## src/rtl/seq_alu_if.sv

```systemverilog
// ============================================================================
// seq_alu_if : request/response bundle for the multi-cycle ALU.
// Rev 1.0
// ============================================================================
`default_nettype none

interface seq_alu_if #(
   parameter int WIDTH = 32
);
   logic             in_valid;
   logic             in_ready;
   logic [WIDTH-1:0] operand_a;
   logic [WIDTH-1:0] operand_b;
   logic [5:0]       alu_control;
   logic             abort;
   logic             out_valid;
   logic             out_ready;
   logic [WIDTH-1:0] alu_result;
   logic             carry_out;
   logic             overflow;
   logic             negative;
   logic             zero;
   logic             illegal_op;
   logic             div_by_zero;

   modport master (
      output in_valid, operand_a, operand_b, alu_control, abort, out_ready,
      input  in_ready, out_valid, alu_result, carry_out, overflow,
             negative, zero, illegal_op, div_by_zero
   );

   modport slave (
      input  in_valid, operand_a, operand_b, alu_control, abort, out_ready,
      output in_ready, out_valid, alu_result, carry_out, overflow,
             negative, zero, illegal_op, div_by_zero
   );
endinterface

`default_nettype wire

```

## src/rtl/seq_alu.sv

```systemverilog
// ============================================================================
// seq_alu : multi-cycle ALU, 1-cycle ALU ops plus iterative MUL/DIV/MOD.
// Optional MULHU opcode enabled by macro SEQ_ALU_MULH_EN.  Rev 1.0
// ============================================================================
`default_nettype none

module seq_alu #(
   parameter int WIDTH = 32
) (
   input wire        clk,
   input wire        rst_n,
   seq_alu_if.slave  bus
);

   localparam int SHW = $clog2(WIDTH);
   localparam logic [SHW-1:0] CNT_LAST = SHW'(WIDTH - 1);

   localparam logic [5:0] OP_ADD   = 6'b000000;
   localparam logic [5:0] OP_SUB   = 6'b000001;
   localparam logic [5:0] OP_MUL   = 6'b000010;
   localparam logic [5:0] OP_DIV   = 6'b000011;
   localparam logic [5:0] OP_MOD   = 6'b000100;
   localparam logic [5:0] OP_MULHU = 6'b001000;
   localparam logic [5:0] OP_AND   = 6'b010000;
   localparam logic [5:0] OP_OR    = 6'b010001;
   localparam logic [5:0] OP_XOR   = 6'b010010;
   localparam logic [5:0] OP_SLL   = 6'b100000;
   localparam logic [5:0] OP_SRL   = 6'b100001;
   localparam logic [5:0] OP_SRA   = 6'b100010;

`ifdef SEQ_ALU_MULH_EN
   localparam logic MULH_EN = 1'b1;
`else
   localparam logic MULH_EN = 1'b0;
`endif

   typedef enum logic [1:0] {
      S_IDLE = 2'd0,
      S_BUSY = 2'd1,
      S_DONE = 2'd2
   } state_t;

   state_t           state_q, state_d;
   logic [SHW-1:0]   cnt_q, cnt_d;
   logic [5:0]       op_q, op_d;
   logic [WIDTH-1:0] a_q, a_d;
   logic [WIDTH-1:0] b_q, b_d;
   logic [WIDTH-1:0] hi_q, hi_d;
   logic [WIDTH-1:0] lo_q, lo_d;
   logic [WIDTH-1:0] result_q, result_d;
   logic             carry_q, carry_d;
   logic             ovf_q, ovf_d;
   logic             illegal_q, illegal_d;
   logic             dbz_q, dbz_d;

   logic             w_accept;
   logic             w_in_iter;
   logic             w_in_div;
   logic [WIDTH:0]   w_sum;
   logic [WIDTH:0]   w_diff;
   logic [SHW-1:0]   w_sh;
   logic [WIDTH-1:0] w_sc_res;
   logic             w_sc_c;
   logic             w_sc_v;
   logic             w_sc_ill;

   assign w_accept  = (state_q == S_IDLE) && bus.in_valid && !bus.abort;
   assign w_in_div  = (bus.alu_control == OP_DIV) || (bus.alu_control == OP_MOD);
   assign w_in_iter = (bus.alu_control == OP_MUL) || w_in_div ||
                      (MULH_EN && (bus.alu_control == OP_MULHU));

   assign w_sum  = {1'b0, bus.operand_a} + {1'b0, bus.operand_b};
   assign w_diff = {1'b0, bus.operand_a} - {1'b0, bus.operand_b};
   assign w_sh   = bus.operand_b[SHW-1:0];

   // Single-cycle datapath, evaluated straight off the request so the result
   // can be registered on the accepting edge.
   always_comb begin
      w_sc_res = '0;
      w_sc_c   = 1'b0;
      w_sc_v   = 1'b0;
      w_sc_ill = 1'b0;
      case (bus.alu_control)
         OP_ADD: begin
            w_sc_res = w_sum[WIDTH-1:0];
            w_sc_c   = w_sum[WIDTH];
            w_sc_v   = (bus.operand_a[WIDTH-1] == bus.operand_b[WIDTH-1]) &&
                       (w_sum[WIDTH-1] != bus.operand_a[WIDTH-1]);
         end
         OP_SUB: begin
            w_sc_res = w_diff[WIDTH-1:0];
            w_sc_c   = w_diff[WIDTH];
            w_sc_v   = (bus.operand_a[WIDTH-1] != bus.operand_b[WIDTH-1]) &&
                       (w_diff[WIDTH-1] != bus.operand_a[WIDTH-1]);
         end
         OP_AND:  w_sc_res = bus.operand_a & bus.operand_b;
         OP_OR:   w_sc_res = bus.operand_a | bus.operand_b;
         OP_XOR:  w_sc_res = bus.operand_a ^ bus.operand_b;
         OP_SLL:  w_sc_res = bus.operand_a << w_sh;
         OP_SRL:  w_sc_res = bus.operand_a >> w_sh;
         OP_SRA:  w_sc_res = WIDTH'($signed(bus.operand_a) >>> w_sh);
         default: w_sc_ill = 1'b1;
      endcase
   end

   // One iteration step. Multiply: {hi,lo} starts as {0,b}, add a when the
   // current multiplier bit is set, shift right. Divide: {hi,lo} starts as
   // {0,a}; shift left, subtract b from the remainder when it fits.
   logic             w_op_div;
   logic [WIDTH:0]   w_madd;
   logic [WIDTH-1:0] w_mhi, w_mlo;
   logic [WIDTH:0]   w_rem_s;
   logic             w_ge;
   logic [WIDTH-1:0] w_dhi, w_dlo;
   logic [WIDTH-1:0] w_step_hi, w_step_lo;

   assign w_op_div  = (op_q == OP_DIV) || (op_q == OP_MOD);
   assign w_madd    = {1'b0, hi_q} + (lo_q[0] ? {1'b0, a_q} : '0);
   assign w_mhi     = w_madd[WIDTH:1];
   assign w_mlo     = {w_madd[0], lo_q[WIDTH-1:1]};
   assign w_rem_s   = {hi_q, lo_q[WIDTH-1]};
   assign w_ge      = (w_rem_s >= {1'b0, b_q});
   assign w_dhi     = w_ge ? (w_rem_s[WIDTH-1:0] - b_q) : w_rem_s[WIDTH-1:0];
   assign w_dlo     = {lo_q[WIDTH-2:0], w_ge};
   assign w_step_hi = w_op_div ? w_dhi : w_mhi;
   assign w_step_lo = w_op_div ? w_dlo : w_mlo;

   always_comb begin
      state_d   = state_q;
      cnt_d     = cnt_q;
      op_d      = op_q;
      a_d       = a_q;
      b_d       = b_q;
      hi_d      = hi_q;
      lo_d      = lo_q;
      result_d  = result_q;
      carry_d   = carry_q;
      ovf_d     = ovf_q;
      illegal_d = illegal_q;
      dbz_d     = dbz_q;
      case (state_q)
         S_IDLE: begin
            if (w_accept) begin
               op_d  = bus.alu_control;
               a_d   = bus.operand_a;
               b_d   = bus.operand_b;
               cnt_d = '0;
               if (w_in_iter) begin
                  state_d = S_BUSY;
                  hi_d    = '0;
                  lo_d    = w_in_div ? bus.operand_a : bus.operand_b;
               end else begin
                  state_d   = S_DONE;
                  result_d  = w_sc_res;
                  carry_d   = w_sc_c;
                  ovf_d     = w_sc_v;
                  illegal_d = w_sc_ill;
                  dbz_d     = 1'b0;
               end
            end
         end
         S_BUSY: begin
            if (bus.abort) begin
               state_d = S_IDLE;
            end else begin
               hi_d  = w_step_hi;
               lo_d  = w_step_lo;
               cnt_d = cnt_q + 1'b1;
               if (cnt_q == CNT_LAST) begin
                  state_d   = S_DONE;
                  carry_d   = 1'b0;
                  illegal_d = 1'b0;
                  dbz_d     = w_op_div && (b_q == '0);
                  ovf_d     = (op_q == OP_MUL) && (w_step_hi != '0);
                  if ((op_q == OP_MOD) || (op_q == OP_MULHU))
                     result_d = w_step_hi;
                  else
                     result_d = w_step_lo;
               end
            end
         end
         S_DONE: begin
            if (bus.abort || bus.out_ready)
               state_d = S_IDLE;
         end
         default: state_d = S_IDLE;
      endcase
   end

   always_ff @(posedge clk or negedge rst_n) begin
      if (!rst_n) begin
         state_q   <= S_IDLE;
         cnt_q     <= '0;
         op_q      <= '0;
         a_q       <= '0;
         b_q       <= '0;
         hi_q      <= '0;
         lo_q      <= '0;
         result_q  <= '0;
         carry_q   <= 1'b0;
         ovf_q     <= 1'b0;
         illegal_q <= 1'b0;
         dbz_q     <= 1'b0;
      end else begin
         state_q   <= state_d;
         cnt_q     <= cnt_d;
         op_q      <= op_d;
         a_q       <= a_d;
         b_q       <= b_d;
         hi_q      <= hi_d;
         lo_q      <= lo_d;
         result_q  <= result_d;
         carry_q   <= carry_d;
         ovf_q     <= ovf_d;
         illegal_q <= illegal_d;
         dbz_q     <= dbz_d;
      end
   end

   assign bus.in_ready    = (state_q == S_IDLE);
   assign bus.out_valid   = (state_q == S_DONE);
   assign bus.alu_result  = result_q;
   assign bus.carry_out   = carry_q;
   assign bus.overflow    = ovf_q;
   assign bus.illegal_op  = illegal_q;
   assign bus.div_by_zero = dbz_q;
   assign bus.negative    = result_q[WIDTH-1];
   // Gated by DONE so an all-zero reset value does not read as a zero result.
   assign bus.zero        = (state_q == S_DONE) && (result_q == '0);

endmodule

`default_nettype wire
```

## src/flat_wrapper.sv

```systemverilog
// flat-port wrapper written by rule: the top's interface ports become plain ports
module seq_alu_flat 
#(
   parameter int WIDTH = 32
)
  (clk, rst_n, bus_in_valid, bus_operand_a, bus_operand_b, bus_alu_control, bus_abort, bus_out_ready, bus_in_ready, bus_out_valid, bus_alu_result, bus_carry_out, bus_overflow, bus_negative, bus_zero, bus_illegal_op, bus_div_by_zero);
  seq_alu_if #(.WIDTH(WIDTH)) bus_i ();
  input wire clk;
  input wire rst_n;
  input wire logic [$bits(bus_i.in_valid)-1:0] bus_in_valid;
  input wire logic [$bits(bus_i.operand_a)-1:0] bus_operand_a;
  input wire logic [$bits(bus_i.operand_b)-1:0] bus_operand_b;
  input wire logic [$bits(bus_i.alu_control)-1:0] bus_alu_control;
  input wire logic [$bits(bus_i.abort)-1:0] bus_abort;
  input wire logic [$bits(bus_i.out_ready)-1:0] bus_out_ready;
  output wire logic [$bits(bus_i.in_ready)-1:0] bus_in_ready;
  output wire logic [$bits(bus_i.out_valid)-1:0] bus_out_valid;
  output wire logic [$bits(bus_i.alu_result)-1:0] bus_alu_result;
  output wire logic [$bits(bus_i.carry_out)-1:0] bus_carry_out;
  output wire logic [$bits(bus_i.overflow)-1:0] bus_overflow;
  output wire logic [$bits(bus_i.negative)-1:0] bus_negative;
  output wire logic [$bits(bus_i.zero)-1:0] bus_zero;
  output wire logic [$bits(bus_i.illegal_op)-1:0] bus_illegal_op;
  output wire logic [$bits(bus_i.div_by_zero)-1:0] bus_div_by_zero;
  assign bus_i.in_valid = bus_in_valid;
  assign bus_i.operand_a = bus_operand_a;
  assign bus_i.operand_b = bus_operand_b;
  assign bus_i.alu_control = bus_alu_control;
  assign bus_i.abort = bus_abort;
  assign bus_i.out_ready = bus_out_ready;
  assign bus_in_ready = bus_i.in_ready;
  assign bus_out_valid = bus_i.out_valid;
  assign bus_alu_result = bus_i.alu_result;
  assign bus_carry_out = bus_i.carry_out;
  assign bus_overflow = bus_i.overflow;
  assign bus_negative = bus_i.negative;
  assign bus_zero = bus_i.zero;
  assign bus_illegal_op = bus_i.illegal_op;
  assign bus_div_by_zero = bus_i.div_by_zero;
  seq_alu #(.WIDTH(WIDTH)) u_core (.clk(clk), .rst_n(rst_n), .bus(bus_i));
endmodule
```

## config.mk

```make
export PLATFORM = sky130hd
export DESIGN_NAME = seq_alu_flat
export DESIGN_NICKNAME = d
export VERILOG_FILES = /design/src/rtl/seq_alu_if.sv /design/src/rtl/seq_alu.sv /design/src/flat_wrapper.sv
export SDC_FILE = /design/constraint.sdc
export NUM_CORES = 1
export LEC_CHECK = 0
export BUFFER_PORTS_ARGS = -buffer_cell sky130_fd_sc_hd__buf_2
export CORE_AREA = 5 5 235 237
export DETAILED_ROUTE_END_ITERATION = 8
export DIE_AREA = 0 0 240 242
export PLACE_DENSITY = 0.62
export RECOVER_POWER = 50
export SKIP_LAST_GASP = 1
export SLEW_MARGIN = 40
export SYNTH_ARGS = -nofsm -noshare
export SYNTH_HDL_FRONTEND = slang
export SYNTH_SLANG_ARGS = --single-unit
```

## constraint.sdc

```tcl
create_clock -name clk -period 7.1 [get_ports clk]
set_input_delay 0.71 -clock clk [delete_from_list [all_inputs] [get_ports clk]]
set_output_delay 0.71 -clock clk [all_outputs]
set_load 0.005 [all_outputs]
```

Word-level counts from Yosys, hierarchy flattened
Cells that the tools add are included.
{"block": "totals", "register_bits": 177, "latch_bits": 0, "mem_bits_rw": 0, "romBits": 0, "in_bits": 75, "memories": 0}
{"block": "op_classes", "add_sub_neg": 5, "mul": 0, "div": 0, "order_cmp": 1, "eq_ne": 28, "n_shift": 3, "mux": 50, "bitwise": 3, "n_reduce_logical": 25}
{"operator": "32-bit 2-to-1 mux", "count": 16}
{"operator": "32-bit case mux with 8 select lines", "count": 1}
{"operator": "32-bit case mux with 2 select lines", "count": 3}
{"operator": "32-bit zero test", "count": 2}
{"operator": "32-bit by 32-bit adder with 33-bit output", "count": 1}
{"operator": "32-bit by 33-bit adder with 33-bit output", "count": 1}
{"operator": "33-bit by 32-bit >= comparator with 1-bit output", "count": 1}
{"operator": "32-bit by 32-bit subtractor with 33-bit output", "count": 1}
{"operator": "32-bit bitwise AND", "count": 1}
{"operator": "32-bit bitwise OR", "count": 1}
{"operator": "32-bit nonzero test", "count": 1}
{"operator": "32-bit by 5-bit left shift with 32-bit output", "count": 1}
{"operator": "32-bit by 5-bit >> shifter with 32-bit output", "count": 1}
{"operator": "32-bit by 5-bit >>> shifter with 32-bit output", "count": 1}
{"operator": "32-bit subtractor", "count": 1}
{"operator": "32-bit bitwise XOR", "count": 1}
{"operator": "6-bit by 2-bit equality test with 1-bit output, second input constant", "count": 4}
{"operator": "6-bit by 5-bit equality test with 1-bit output, second input constant", "count": 3}
{"operator": "6-bit equality test, second input constant", "count": 3}
{"operator": "1-bit 2-to-1 mux", "count": 15}
{"operator": "6-bit by 3-bit equality test with 1-bit output, second input constant", "count": 2}
{"operator": "1-bit case mux with 2 select lines", "count": 6}
{"operator": "2-bit 2-to-1 mux", "count": 5}
{"operator": "5-bit 2-to-1 mux", "count": 2}
{"operator": "24 further kinds", "count": 41}

Logic depth before layout (Yosys ltp)
Gate-level depths: netlist of the first run.
{"block": "depth", "depth_word": 8, "depth_mapped": 18}

Worst setup path after synthesis of the first run
OpenSTA, ideal clock, no wires.
{"block": "synth_timing", "kind": "input -> register", "startpoint": "input bus_operand_b[2]", "endpoint": "register u_core.ovf_q (netlist: u_core.bus.overflow)", "setup_time_ns": 0.119, "arrival_ns": 4.906, "required_ns": 6.981, "setup_slack_ns": 2.075, "cell_stages": 17, "path_buffers": 4, "path_cell_list": "clkbuf_1 > inv_2 > buf_1 > buf_1 > clkbuf_1 > ha_1 > inv_1 > o221ai_1 > a21o_1 > o211ai_1 > a211oi_1 > o41ai_1 > nand3_1 > a32oi_1 > nand4_1 > or4b_1 > o21a_1"}
{"block": "synth_between", "elab_chain_len": 7}
{"element": "from (decl)", "line_no": "flat_wrapper.sv:12", "rtl": "input wire logic [$bits(bus_i.operand_b)-1:0] bus_operand_b;"}
{"element": "32-bit by 32-bit subtractor with 33-bit output or 32-bit by 32-bit adder with 33-bit output (tied branches)", "line_no": "seq_alu.sv:73, seq_alu.sv:72"}
{"element": "1-bit != test, on equally long branches", "line_no": "seq_alu.sv:94, seq_alu.sv:88"}
{"element": "1-bit logical AND, on equally long branches", "line_no": "seq_alu.sv:93, seq_alu.sv:87"}
{"element": "1-bit case mux with 2 select lines (*)", "line_no": "seq_alu.sv:83", "rtl": "case (bus.alu_control)"}
{"element": "1-bit 2-to-1 mux (*)", "line_no": "seq_alu.sv:148", "rtl": "if (w_in_iter) begin"}
{"element": "1-bit 2-to-1 mux (*)", "line_no": "seq_alu.sv:143", "rtl": "if (w_accept) begin"}
{"element": "1-bit case mux with 2 select lines (*)", "line_no": "seq_alu.sv:141", "rtl": "case (state_q)"}
{"element": "to (signal assigned)", "line_no": "seq_alu.sv:214", "rtl": "ovf_q <= ovf_d;"}
{"element": "to (decl)", "line_no": "seq_alu.sv:52", "rtl": "logic ovf_q, ovf_d;"}
Every way passes the cells marked *; elsewhere a longest branch is shown, timed or not. The select of a mux whose other input is x is not followed.
A chain may end at the register's enable or synchronous reset.

Final worst setup path of the first run
{"block": "layout_timing", "startpoint": "register u_core.state_q[0]", "endpoint": "register u_core.ovf_q (netlist: u_core.bus.overflow)"}
{"block": "layout_between", "elab_chain_len": 5}
{"element": "from (decl)", "line_no": "seq_alu.sv:43", "rtl": "state_t state_q, state_d;"}
{"element": "from (signal assigned)", "line_no": "seq_alu.sv:205", "rtl": "state_q <= state_d;"}
{"element": "2-bit zero test", "line_no": "seq_alu.sv:67, seq_alu.sv:141"}
{"element": "1-bit logical AND (2 in series)", "line_no": "seq_alu.sv:67", "rtl": "assign w_accept = (state_q == S_IDLE) && bus.in_valid && !bus.abort;"}
{"element": "2-bit by 1-bit != test with 1-bit output (no line)"}
{"element": "5-bit AND reduction (no line)"}
Several ways; a longest one is shown, not always the timed one.

==> results_dict.tcl, run 1 <==
set metrics [dict create \
    grt_pass1_wl_um 142000 \
    cp-start-kind "register" \
    worst-r2r-cell-count 11 \
    core_area_um2 53100 \
    synth-seq-cells 177 \
    grt_max_degree 76 \
    end_kind "register" \
    rrSetupSlack_ns 2.08 \
    path_depth 11 \
    arrival_ns 5.36 \
    grt_pass1_vias 22385 \
    crit_slowest_cell "clkbuf_1" \
    p_per_area_nw_per_um2 193 \
    yosys.cell_count.top_type "nand2_1" \
    dieArea_um2 58100 \
    n_fill_cell 5449 \
    swShare_pct 46.0 \
    worstSkewPairLatency_ns 0.46 \
    portBuffers 114 \
    p_seq_share_pct 31.0 \
    fmax_mhz 199 \
    violations "max-capacitance violations, max-slew violations" \
    dpl.hpwl_um 73700 \
    postSynthNetCount 3120 \
    worst_slack_ns 2.08 \
    nets 3102 \
    ys_warn_count 0 \
    drv_cap 3 \
    rsz0062_at_grt "no" \
    postCtsSetupRepairBufs 0 \
    pre_cts_ws_ns 2.18 \
    dieHeight_um 242 \
    wire_per_inst_um 26.9 \
    syn-instance-count 2878 \
    setup_viol 0 \
    cp_top_family "buffers and inverters" \
    combinationalPowerShare_pct 48.1 \
    min_from "u_core.a_q[31]$_DFFE_PN0P_" \
    ant_nets 0 \
    ys_seq_area_share_pct 20.7 \
    relSlewSlack_pct -167 \
    initial_core_util_pct 40.4 \
    via_per_inst 6.65 \
    required_ns 7.45 \
    clk_pin_slew_ns 0.08 \
    post-synth-top-area-cell "dfrtp_1" \
    period_minus_slack_ns 5.02 \
    finalHoldViolCount 0 \
    tightestPinTransition_ns 4.01 \
    worstHoldPathType "register to register" \
    fin_skew_ns 0.0123 \
    fin_setup_tns_ns 0 \
    crit_buf_inv 1 \
    rows 85 \
    path_cells "nor2_1 > nand3b_1 > clkbuf_1 > nor2_1 > a21oi_1 > nor3_1 > nand3_1 > mux2_2 > nand4_1 > or4b_1 > o21a_1" \
    worstPathMaxFanout 75 \
    netlist_area_um2 21400 \
    synth_cell_types 96 \
    p_int_mw 2.41 \
    synth_edf_count 0 \
    final_max_slew_viol_count 202 \
    critPathKind "register to register" \
    syn-mean-instance-area_um2 7.45 \
    cts-root-buf "clkbuf_16" \
    route.detailed.drc 0 \
    p_clk_share_pct 21.0 \
    critPathMostFrequentCell "nor2_1" \
    fin_crit_sh_pct 70.7 \
    gp_routability_congestion 1.00 \
    synth_common_cells "nand2_1, nor2_1, a21oi_1" \
    die_w_um 240 \
    htreeDepth 4 \
    synth.top_cell.area_share_pct 20.7 \
    slowest_delay_ns 2.19 \
    dr.first_iter.drc_count 2964 \
    r2r_end "u_core.bus.overflow$_DFFE_PN0P_" \
    synthFlopType "dfrtp_1" \
    timing.rr.start "u_core.state_q[0]$_DFFE_PN0P_" \
    first_pass_iters 8 \
    grt_overflow_total 0 \
    p_leak_nw 10.1 \
    yosys-top-cells-area "dfrtp_1, ha_1, nand2_1, a21oi_1, o21ai_0" \
    antenna_found_initial 2 \
    cts_tree "done" \
    drive_above_1_share_pct 10.9 \
    cts_sinks 177 \
    pin_count 115 \
    startpoint "u_core.state_q[0]$_DFFE_PN0P_" \
    clockBufferDepth 2 \
    cts_buffers 17 \
    area_growth_syn_to_layout_pct 7.75 \
    num_vias 23745 \
    routed_wl_um 96000 \
    vdd_drop_max_mv 0.168 \
    status "complete, but fails checks" \
    grtUsageTotal_pct 31.6 \
    cts_resized 0 \
    crit_end "u_core.bus.overflow$_DFFE_PN0P_" \
    cts_hold_buf 0 \
    p_sw_mw 2.06 \
    synthArstFlopShare_pct 100 \
]
==> layout make-up <==
class	instances	area [um2]	area share [%]
clock inverter	15	144	0.623
inverter	154	578	2.50
sequential	177	4430	19.2
tap	696	871	3.77
multi-input combinational	2348	15700	68.0
antenna	1	2.50	0.0108
clock buffer	17	425	1.84
timing repair buffer	162	948	4.11
==> how the worst min path moves through the flow <==
stage                                                to  cells past startpoint
after CTS                    u_core.b_q[24]$_DFFE_PN0P_                      1
final                        u_core.a_q[31]$_DFFE_PN0P_                      2
after global placement       u_core.a_q[31]$_DFFE_PN0P_                      2
after floorplan               u_core.a_q[0]$_DFFE_PN0P_                      0
after detailed placement     u_core.a_q[28]$_DFFE_PN0P_                      2
after global routing      u_core.state_q[1]$_DFFE_PN0P_                      2
==> power groups by stage <==
stage	combinational (mW)	sequential [mW]	clock, mW
2_1_floorplan	1.42	1.31	0
5_1_grt	2.31	1.40	0.987
3_3_place_gp	2.07	1.38	0
6_report	2.15	1.38	0.936
3_5_place_dp	2.08	1.39	0
4_1_cts	2.09	1.37	0.950
==> state kept, by name, summed over array words and instances, names as in the netlist <==
signal	count
u_core.bus.carry_out	1
u_core.bus.overflow	1
u_core.op_q	6
u_core.lo_q	32
u_core.bus.div_by_zero	1
u_core.bus.illegal_op	1
u_core.b_q	32
u_core.state_q	2
u_core.a_q	32
u_core.cnt_q	5
u_core.bus.alu_result	32
u_core.hi_q	32
==> per-layer routing <==
metal / track usage [%] / up-vias / share of wire [%]
li1: - / 10561 / -
met1: 42.8 / 11630 / 41
met2: 50.3 / 1345 / 46
met3: 4.84 / 209 / 8.8
met4: 13.0 / 0 / 4.7
met5: 0 / - / 0
==> through the flow <==
stage | instances | total power, mW | hold slack, ns | util [%] | cell area (um2)
after floorplan | 2878 | 2.73 | 0.414 | - | 21400
after global placement | 3534 | 3.45 | 0.456 | 42.3 | 22500
after detailed placement | 3535 | 3.47 | 0.466 | 42.4 | 22500
after CTS | 3567 | 4.41 | 0.265 | 43.5 | 23100
after global routing | 3569 | 4.70 | 0.487 | 43.5 | 23100
final | 3570 | 4.47 | 0.478 | 43.5 | 23100
==> worst min-delay path: cells and delay by family (launching register included) <==
family | cells | cell delay (ns)
AOI/OAI and AO/OA | 1 | 0.06
and+or+nand+nor | 1 | 0.05
DFF | 1 | 0.34
==> layout by cell type (no fill, tap or decap), types with 52 or more instances in the layout <==
master / instances
buf_2: 106
dfrtp_1: 176
a21oi_1: 260
nand3_1: 73
nor2_1: 291
nor3_1: 54
mux4_2: 54
a31oi_1: 52
ha_1: 163
inv_1: 151
o21ai_0: 252
nand2_1: 348
mux2i_1: 67
==> cell families (layout without fill, tap and decap cells) <==
logic type	Yosys count	after routing	synth area share [%]
AO/OA/AOI/OAI	1012	1012	30.7
AND/OR/NAND/NOR	995	995	21.2
buffers and inverters	353	348	6.50
flip-flops	177	177	20.7
adder cells (fa/ha/maj)	167	167	9.89
multiplexers	128	128	9.17
XOR/XNOR	46	46	1.88
other	0	1	0
Power figures use the tool's default switching activity.
==> run 2, diff against run 1 <==
clock period = 4.65 ns   (was 7.1 ns; I/O delays follow)
==> run 2 against run 1 <==
Compared with the run above: the flow still finishes with violations (max-capacitance violations, max-slew violations); count of clock-buffer cells in the layout stayed put; critical endpoint unchanged; power is 56% higher; clock power is 60% higher; largest cell class unchanged; worst setup slack worse by 2.0 ns; combinational power is 57% higher; worst hold slack worse by 0.25 ns; clock skew hardly changed; global-route usage is 0.33 points higher; fmax is 10% higher.
==> results_dict.tcl, run 2 (synthesized netlist as in run 1, its figures left out) <==
set metrics [dict create \
    p_leak_nw 10.4 \
    htreeDepth 4 \
    route.detailed.drc 0 \
    critPathKind "register to register" \
    arrival_ns 4.90 \
    via_per_inst 6.51 \
    clockBufferDepth 2 \
    p_per_area_nw_per_um2 295 \
    cts-root-buf "clkbuf_16" \
    initial_core_util_pct 40.4 \
    rrSetupSlack_ns 0.11 \
    grt_pass1_vias 22570 \
    cp-start-kind "register" \
    core_area_um2 53100 \
    die_w_um 240 \
    grt_pass1_wl_um 144000 \
    min_from "bus_abort" \
    final_area_um2 23600 \
    cts_buffers 17 \
    drv_cap 1 \
    worstSkewPairLatency_ns 0.47 \
    gp_routability_congestion 1.07 \
    cts_sinks 177 \
    mostFrequentLayoutCell "nand2_1" \
    timing.rr.start "u_core.hi_q[26]$_DFFE_PN0P_" \
    fin_skew_ns 0.0121 \
    area_growth_syn_to_layout_pct 10.3 \
    nets 3162 \
    num_vias 23632 \
    grtUsageTotal_pct 31.9 \
    cts_hold_buf 0 \
    dr.first_iter.drc_count 2746 \
    rsz0062_at_grt "no" \
    routed_wl_um 95800 \
    dpl.hpwl_um 75200 \
    dieArea_um2 58100 \
    worstPathMaxFanout 15 \
    antenna_found_initial 3 \
    fmax_mhz 220 \
    finish.utilization_pct 44.5 \
    status "complete, but fails checks" \
    worst-r2r-cell-count 14 \
    hold_end "u_core.state_q[1]$_DFFE_PN0P_" \
    vdd_drop_max_mv 0.294 \
    cts_tree "done" \
    worstHoldPathType "primary input to register" \
    setup_viol 0 \
    dpl-instance-area_um2 23000 \
    ant_nets 0 \
    holdPathStages 2 \
    final_max_slew_viol_count 75 \
    dieHeight_um 242 \
    portBuffers 114 \
    violations "max-capacitance violations, max-slew violations" \
    rows 85 \
    required_ns 5.00 \
    relSlewSlack_pct -155 \
    fin_crit_sh_pct 97.7 \
    fin_setup_tns_ns 0 \
    grt_overflow_total 0 \
    tightestPinTransition_ns 3.82 \
    first_pass_iters 6 \
    clk_pin_slew_ns 0.08 \
    pin_count 115 \
    period_minus_slack_ns 4.54 \
    startpoint "u_core.hi_q[26]$_DFFE_PN0P_" \
    drive_above_1_share_pct 12.8 \
    grt_max_degree 104 \
    r2r_end "u_core.bus.overflow$_DFFE_PN0P_" \
    wire_per_inst_um 26.4 \
    end_kind "register" \
    layout_common_cells "nand2_1, nor2_1, a21oi_1" \
    finalHoldViolCount 0 \
]
==> run 2: metrics by stage <==
| step | setup WS (ns) | cells | total power [mW] | hold WS (ns) |
|---|---|---|---|---|
| final | 0.108 | 3630 | 6.97 | 0.229 |
| after detailed placement | 0.0871 | 3594 | 5.38 | 0.464 |
| after CTS | 0.0508 | 3626 | 6.88 | 0.0413 |
| after global placement | 0.0987 | 3593 | 5.34 | 0.458 |
| after floorplan | 0.0116 | 2878 | 4.17 | 0.169 |
| after global routing | 0.0119 | 3629 | 7.35 | 0.227 |
==> run 2: layout make-up <==
type / instances / area [um2]
fillers: 5489 / 29400
clock buffers: 17 / 425
well taps: 696 / 871
flip-flops and latches: 177 / 4430
multi-input cells: 2348 / 15700
clock inverters: 15 / 173
repair buffers: 222 / 1440
diodes: 1 / 2.50
inverters: 154 / 578
==> run 2: per-layer routing <==
layer  track usage, %  up-vias  share of wire [%]
met2             51.0     1285                 45
met4             13.1        0                5.0
met1             43.4    11420                 41
li1                 -    10699                  -
met5                0        -                  0
met3             4.30      228                8.5
==> run 2: power breakdown <==
part | switching, mW | total [mW] | internal [mW] | leakage [nW]
clock | 0.734 | 1.50 | 0.767 | 0.292
combinational | 2.14 | 3.37 | 1.23 | 7.94
sequential | 0.283 | 2.10 | 1.82 | 2.21
==> run 2: timing repair <==
item / 4_1_cts / 5_1_grt
setup endpoints to repair: 0 / 1
resized for setup: 0 / 10
setup buffers: 0 / 3
==> run 2: how the worst max path moves through the flow <==
stage	cells after the start	to	slack [ns]
floorplan	17	u_core.bus.overflow$_DFFE_PN0P_	0.01
global placement	15	u_core.bus.overflow$_DFFE_PN0P_	0.1
detailed placement	15	u_core.bus.overflow$_DFFE_PN0P_	0.09
CTS	15	u_core.bus.overflow$_DFFE_PN0P_	0.05
global route	14	u_core.bus.overflow$_DFFE_PN0P_	0.01
finish	14	u_core.bus.overflow$_DFFE_PN0P_	0.11
==> run 2: worst max-delay path: stages (launching register included) <==
cell and delay [ns]:
dfrtp_1 0.47, ha_1 0.52, nand4_1 0.32, or4_1 0.54
nor3_4 0.21, o31a_4 0.24, nor3_4 0.10, buf_4 0.23
and3_1 0.20, a211oi_2 0.18, buf_4 0.17, and4b_1 0.31
nand4_1 0.22, or4b_1 0.59, o21a_1 0.12
